File: src/rtl/mux41_pkg.sv
// Shared types and helpers for the 4:1 mux select sequencer.
package mux41_pkg;

   localparam int unsigned NUM_CH = 4;
   localparam int unsigned SEL_W  = 2;

   typedef enum logic [1:0] {
      IDLE  = 2'd0,
      GRANT = 2'd1,
      GUARD = 2'd2
   } state_e;

   function automatic logic [NUM_CH-1:0] onehot_of(input logic [SEL_W-1:0] index);
      onehot_of = NUM_CH'(1) << index;
   endfunction

endpackage

File: src/rtl/mux41_rr_pick.sv
// Round-robin picker: first set request scanning last+1, last+2, ... modulo NUM_CH.
module mux41_rr_pick
   import mux41_pkg::*;
(
   input  logic [NUM_CH-1:0] req,
   input  logic [SEL_W-1:0]  last,
   output logic [SEL_W-1:0]  index,
   output logic              found
);

   logic [SEL_W-1:0] cand;

   // Scan from lowest to highest priority so the highest-priority hit wins.
   always_comb begin
      index = '0;
      found = 1'b0;
      cand  = '0;
      for (int k = NUM_CH; k >= 1; k--) begin
         cand = last + SEL_W'(k);
         if (req[cand]) begin
            index = cand;
            found = 1'b1;
         end
      end
   end

endmodule

File: src/rtl/mux41_sel_sequencer.sv
// Round-robin s1/s0 select sequencer with valid/ready handoff and post-transfer guard.
// Optional MUX41_SEQ_LOCK_EN adds a lock input that re-grants the same channel back to back.
module mux41_sel_sequencer
   import mux41_pkg::*;
#(
   parameter int unsigned HOLD_CYCLES = 2,
   parameter int unsigned CNT_W       = 4
) (
   input  logic              clk,
   input  logic              rst_n,
   input  logic [NUM_CH-1:0] req,
   input  logic              out_ready,
`ifdef MUX41_SEQ_LOCK_EN
   input  logic              lock,
`endif
   output logic              s0,
   output logic              s1,
   output logic [NUM_CH-1:0] grant,
   output logic              out_valid,
   output logic              busy
);

   localparam int unsigned HOLD_LD = (HOLD_CYCLES > 0) ? HOLD_CYCLES - 1 : 0;

   state_e              state_q, state_d;
   logic [SEL_W-1:0]    sel_q, sel_d;
   logic [SEL_W-1:0]    last_q, last_d;
   logic [NUM_CH-1:0]   grant_q, grant_d;
   logic                out_valid_q, out_valid_d;
   logic                busy_q, busy_d;
   logic [CNT_W-1:0]    cnt_q, cnt_d;

   logic [SEL_W-1:0]    pick_idx;
   logic                pick_found;
   logic                xfer;
   logic                hold_lock;

   mux41_rr_pick u_pick (
      .req   (req),
      .last  (last_q),
      .index (pick_idx),
      .found (pick_found)
   );

   assign xfer = out_valid_q & out_ready;

`ifdef MUX41_SEQ_LOCK_EN
   assign hold_lock = lock & req[sel_q];
`else
   assign hold_lock = 1'b0;
`endif

   always_ff @(posedge clk or negedge rst_n) begin
      if (!rst_n) begin
         state_q     <= IDLE;
         sel_q       <= '0;
         last_q      <= SEL_W'(NUM_CH - 1);
         grant_q     <= '0;
         out_valid_q <= 1'b0;
         busy_q      <= 1'b0;
         cnt_q       <= '0;
      end else begin
         state_q     <= state_d;
         sel_q       <= sel_d;
         last_q      <= last_d;
         grant_q     <= grant_d;
         out_valid_q <= out_valid_d;
         busy_q      <= busy_d;
         cnt_q       <= cnt_d;
      end
   end

   always_comb begin
      state_d     = state_q;
      sel_d       = sel_q;
      last_d      = last_q;
      grant_d     = grant_q;
      out_valid_d = out_valid_q;
      cnt_d       = cnt_q;

      case (state_q)
         IDLE: begin
            // Select only moves here, so s1/s0 never glitch mid-transfer.
            if (pick_found) begin
               sel_d       = pick_idx;
               grant_d     = onehot_of(pick_idx);
               out_valid_d = 1'b1;
               state_d     = GRANT;
            end
         end
         GRANT: begin
            if (xfer) begin
               out_valid_d = 1'b0;
               if (!hold_lock) begin
                  last_d  = sel_q;
                  grant_d = '0;
                  if (HOLD_CYCLES > 0) begin
                     cnt_d   = CNT_W'(HOLD_LD);
                     state_d = GUARD;
                  end else begin
                     state_d = IDLE;
                  end
               end
            end else if (!out_valid_q) begin
               // One-cycle gap of a locked re-grant is over.
               out_valid_d = 1'b1;
            end
         end
         GUARD: begin
            if (cnt_q == '0) begin
               state_d = IDLE;
            end else begin
               cnt_d = cnt_q - CNT_W'(1);
            end
         end
         default: begin
            state_d     = IDLE;
            grant_d     = '0;
            out_valid_d = 1'b0;
         end
      endcase

      busy_d = (state_d != IDLE);
   end

   assign s0        = sel_q[0];
   assign s1        = sel_q[1];
   assign grant     = grant_q;
   assign out_valid = out_valid_q;
   assign busy      = busy_q;

endmodule

File: config.mk
export PLATFORM = sky130hd
export DESIGN_NAME = mux41_sel_sequencer
export DESIGN_NICKNAME = d
export VERILOG_FILES = /design/src/rtl/mux41_pkg.sv /design/src/rtl/mux41_rr_pick.sv /design/src/rtl/mux41_sel_sequencer.sv
export SDC_FILE = /design/constraint.sdc
export NUM_CORES = 1
export LEC_CHECK = 0
export CORE_UTILIZATION = 40
export CTS_CLUSTER_SIZE = 10
export DETAILED_ROUTE_END_ITERATION = 7
export GPL_TIMING_DRIVEN = 0
export PLACE_DENSITY = 0.66
export RECOVER_POWER = 100
export SKIP_LAST_GASP = 1
export SLEW_MARGIN = 10
export SYNTH_ARGS = -nofsm -noshare
export SYNTH_HDL_FRONTEND = slang
export SYNTH_SLANG_ARGS = --single-unit
File: constraint.sdc
create_clock -name clk -period 1.7 [get_ports clk]
set_clock_uncertainty 0.15 [all_clocks]
set_input_delay 0.34 -clock clk [delete_from_list [all_inputs] [get_ports clk]]
set_output_delay 0.34 -clock clk [all_outputs]
set_load 0.03 [all_outputs]
# Word-level counts from Yosys, hierarchy flattened
# Index checks and enable logic that the tools add are counted.
# totals
ff_bits	16
inputBits	7
output_inout_bits	8
wordCells	61
# op_classes
addsub	4
n_lt_le_gt_ge	4
eq_ne	5
shift	1
n_mux	29
bitwise	2
n_reduce_logical	9
# ops
cell	count
$mux 4	4
$mux 2	7
$lt 2x3->1 const B	4
$pmux 4 s3	1
$mux 1	10
$bmux 1 s2	4
$pmux 4 s2	1
$ne 2x2->1 const B	3
$pmux 2 s3	1
$reduce_and 2->1	3
$reduce_and 3->1	2
$add 2x2->2 const B	2
$logic_not 4->1	1
$reduce_bool 2->1	2
$shl 1x2->4 const A	1
$sub 4x1->4 const B	1
$pmux 1 s3	1
$add 2x1->2 const B	1
$eq 2x1->1 const B	1
$eq 2x2->1 const B	1
$logic_not 2->1	1
$and 1x1->1	1
$not 1->1	1

# Logic depth before layout (Yosys ltp)
# logic_depth
ltp_word	9
ltp_mapped	6
mapped_depth_nobuf	6

# Modules after synthesis
# Synthesis repeated with hierarchy kept, for this count alone.
# hier_totals
cells_unflattened	81
area_unflattened_um2	809.5
# modules_own_cells
module	n_inst	cells_each	area_each_um2	seq_area_each_um2
mux41_sel_sequencer	1	67	718.2	402.9
mux41_rr_pick	1	14	91.3	0.0

# Worst setup path before layout
# OpenSTA, ideal clock, no wires.
# synth_path
path_kind	flip-flop to flip-flop
startpoint	register cnt_q[0]
endpoint	register cnt_q[0]
setup_ns	0.129
arrival_time_ns	1.381
required_ns	1.421
path_slack_ns	0.040
stages_incl_launch_ff	7
path_buffers	0
synth_period_minus_slack_ns	1.660
path_cell_list	dfrtp_1 -> inv_1 -> ha_1 -> or3b_1 -> and2_1 -> nor2_1 -> mux2i_1
# synth_via
elab_chain_cells	3
word_cells_on_any_way	6
classes_between	1 x add/sub; 1 x eq/ne; 2 x mux; 2 x reduce/logical
# synth_lines
element	line_no	source
start: declaration	mux41_sel_sequencer.sv:31	logic [CNT_W-1:0] cnt_q, cnt_d;
start signal: assignment	mux41_sel_sequencer.sv:69	cnt_q <= cnt_d;
$sub 4x1->4 or $logic_not 4->1 (tied branches)	mux41_sel_sequencer.sv:113, mux41_sel_sequencer.sv:110	
$mux 4 or $ne 2x2->1 (tied branches)	--	
$pmux 4 s2 or $reduce_and 3->1 (tied branches)	--	
# Several ways; a longest one is shown, not always the timed one. The select of a mux whose other input is x is not followed.
# A chain may end at the register's enable or synchronous reset.

# Worst setup path in the final report
# layout_path
startpoint	register cnt_q[1]
endpoint	register cnt_q[0]
# layout_via
elab_chain_cells	3
# layout_lines
element	line_no	source
$logic_not 4->1	mux41_sel_sequencer.sv:110	if (cnt_q == '0) begin
$ne 2x2->1 (no source line)	--	
$reduce_and 3->1 (no source line)	--	
# No other way between the ends.

==> qor.yml <==
status: "completed"
clockBufferDepth: 2
yosys.area_share.simple: 0.179
final_area_um2: 1010
grt_pass1_wl_um: 2370
place_congestion: 0.772
grt_max_degree: 17
arrival_ns: 1.68
die_h_um: 46.2
grt_usage: 0.159
antenna_found_initial: 0
preCtsSetupSlack_ns: -0.369
ctsHoldBuffers: 0
holdWs_ns: 0.357
final_common_cell: "dfrtp_1"
fp.dieArea_um2: 2140
rsz0062_at_grt: "yes"
wl_per_cell_um: 12.5
worstSetupEndpointType: "flip-flop"
clk_pin_slew_worst_paths_ns: 0.10
cpPeakStageDelay_ns: 0.41
synth_cell_types: 30
num_vias: 600
tns_ns: 0
synth_area_um2: 782
leakage_nw: 0.495
drt_wl_total_um: 1480
htreeDepth: 1
crit_chain: "inv_1 > ha_2 > or3b_4 > and2_4 > nor2_4 > mux2i_1"
detail_route.first_pass.iterations: 2
ant_nets: 0
worstHoldStart: "grant[2]"
std_cell_rows: 15
vias_per_cell: 5.08
area_delta_synth_final_pct: 29.8
reg2reg_from: "cnt_q[1]"
hpwl_um: 1020
core_um2: 1780
io_buffers: 14
finalCritPeriodShare: 0.968
grt_remaining_overflow: 0
tightest_slew_ns: 0.730
cts_num_sinks: 16
first_global_vias: 574
slew_violations: 0
crit_required_ns: 1.74
drtIter0Drc: 14
synthAdderAreaFrac: 0.0160
synth_nets: 79
r2r_slack_ns: 0.05
drv_cap: 0
layout-drive-gt1-share: 0.226
setup_viol: 0
synth_top_family_by_area: "compound AO/OA/AOI/OAI gates"
final_core_util: 0.569
cp_top_family: "simple AND/OR/NAND/NOR gates"
insertion_delay_ns: 0.29
clock.fmax_mhz: 608
layout_min_cycle_time_ns: 1.65
path_class: "reg2reg"
cp_slowest_cell: "dfrtp_1"
synth_xor_area_frac: 0.0224
cts_tree: "done"
synth-compound-area-share: 0.194
hold_viol_final: 0
setup_ws_ns: 0.0546
mostFrequentLayoutCells: "dfrtp_1, dlygate4sd2_1, nor2_1"
hold_path_class: "reg2reg"
cts_root_buffer: "clkbuf_4"
start_kind: "flip-flop"
postSynthAreaPerCell_um2: 11.0
worst-path-buf-inv: 1
initial_utilization: 0.439
crit_start: "cnt_q[1]"
seq_area_frac_synth: 0.515
irDropWorstVdd_v: 0.000794
path_max_fanout: 4
die_w_um: 46.2
cts_buffers: 3
power_density_nw_per_um2: 1820
synth.area.mux_share: 0.0544
yosysWarnings: 0
ios: 15
synth-seq-cells: 16
max_slew_margin: 0.512
drc_errors: 0
nNetsFinal: 102
antennaDiodeCount: 0
syn_inst: 71
placed_area_um2: 953
[Yosys cell counts]
master / instances / area share
dfrtp_1: 14 / 0.45
nor2_1: 7 / 0.034
a22o_1: 4 / 0.045
inv_1: 4 / 0.019
o21ai_0: 4 / 0.026
a21o_1: 3 / 0.029
nand2_1: 3 / 0.014
nand2b_1: 3 / 0.024
nand3_1: 3 / 0.019
dfstp_2: 2 / 0.067
mux2_2: 2 / 0.029
mux2i_1: 2 / 0.026
nor2b_1: 2 / 0.016
xor2_1: 2 / 0.022
a21boi_0: 1 / 0.0096
a21oi_1: 1 / 0.0064
a22oi_4: 1 / 0.027
a311oi_1: 1 / 0.011
a31oi_1: 1 / 0.0080
and2_1: 1 / 0.0080
ha_1: 1 / 0.016
nand2_4: 1 / 0.014
nand3b_1: 1 / 0.0096
nor2_2: 1 / 0.0080
nor3_1: 1 / 0.0064
o21a_1: 1 / 0.0096
o22a_1: 1 / 0.011
o2bb2ai_1: 1 / 0.011
or3b_1: 1 / 0.011
or4_4: 1 / 0.014
[worst paths after layout]
| check | to | depth (start not counted) |
|---|---|---|
| worst max register to register | cnt_q[0] | 6 |
| worst max-delay path | cnt_q[0] | 6 |
| worst min-delay path | grant[2] | 1 |
| worst min register to register | grant[2] | 1 |
| max in group asynchronous | grant[2] | 1 |
| min in group asynchronous | state_q[1] | 1 |
[kinds of logic (layout without fill, tap and decap cells)]
logic type	count (synthesis)	after routing
adders and majority gates	1	1
xor gates and xnor gates	2	2
buffers and inverters	4	26
and+or+nand+nor	25	25
muxes	4	4
AOI/OAI and AO/OA	19	19
DFF	16	16
[state kept, by name, indices dropped and copies added (netlist names)]
register / cells
busy: 1
cnt_q: 4
grant: 4
last_q: 2
out_valid: 1
sel_q: 2
state_q: 2
[where the power goes]
| part | total (mW) | internal [mW] | switching [mW] |
|---|---|---|---|
| Combinational | 0.919 | 0.420 | 0.499 |
| Clock | 0.217 | 0.0913 | 0.126 |
| Sequential | 0.713 | 0.561 | 0.151 |
| Total | 1.85 | 1.07 | 0.776 |
[per-stage QoR]
step	total power, mW	std cells
after floorplan	1.32	71
after detailed placement	1.61	110
final	1.85	118
after global placement	1.60	110
after global routing	1.97	118
after CTS	1.79	114
[timing repair]
item,4_1_cts,5_1_grt
gates resized for setup,14,6
pin swaps,2,1
endpoints found under the setup margin,16,11
buffers inserted,0,4
[metal layers]
metal / share of wire / GRT usage / routed length (µm) / up-vias
met5: 0 / 0 / 0 / -
met4: 0.014 / 0.0824 / 21 / 0
met3: 0.030 / 0.0275 / 45 / 4
met2: 0.41 / 0.234 / 599 / 9
met1: 0.55 / 0.222 / 810 / 290
li1: - / - / - / 297
[cell type report]
class | count | area (µm²)
Inverter | 4 | 15.0
Multi-Input combinational cell | 51 | 380
Fill cell | 168 | 768
Sequential cell | 16 | 403
Clock buffer | 4 | 26.3
Tap cell | 25 | 31.3
Timing Repair Buffer | 18 | 159
No activity file was read; power rests on OpenSTA's default activity.
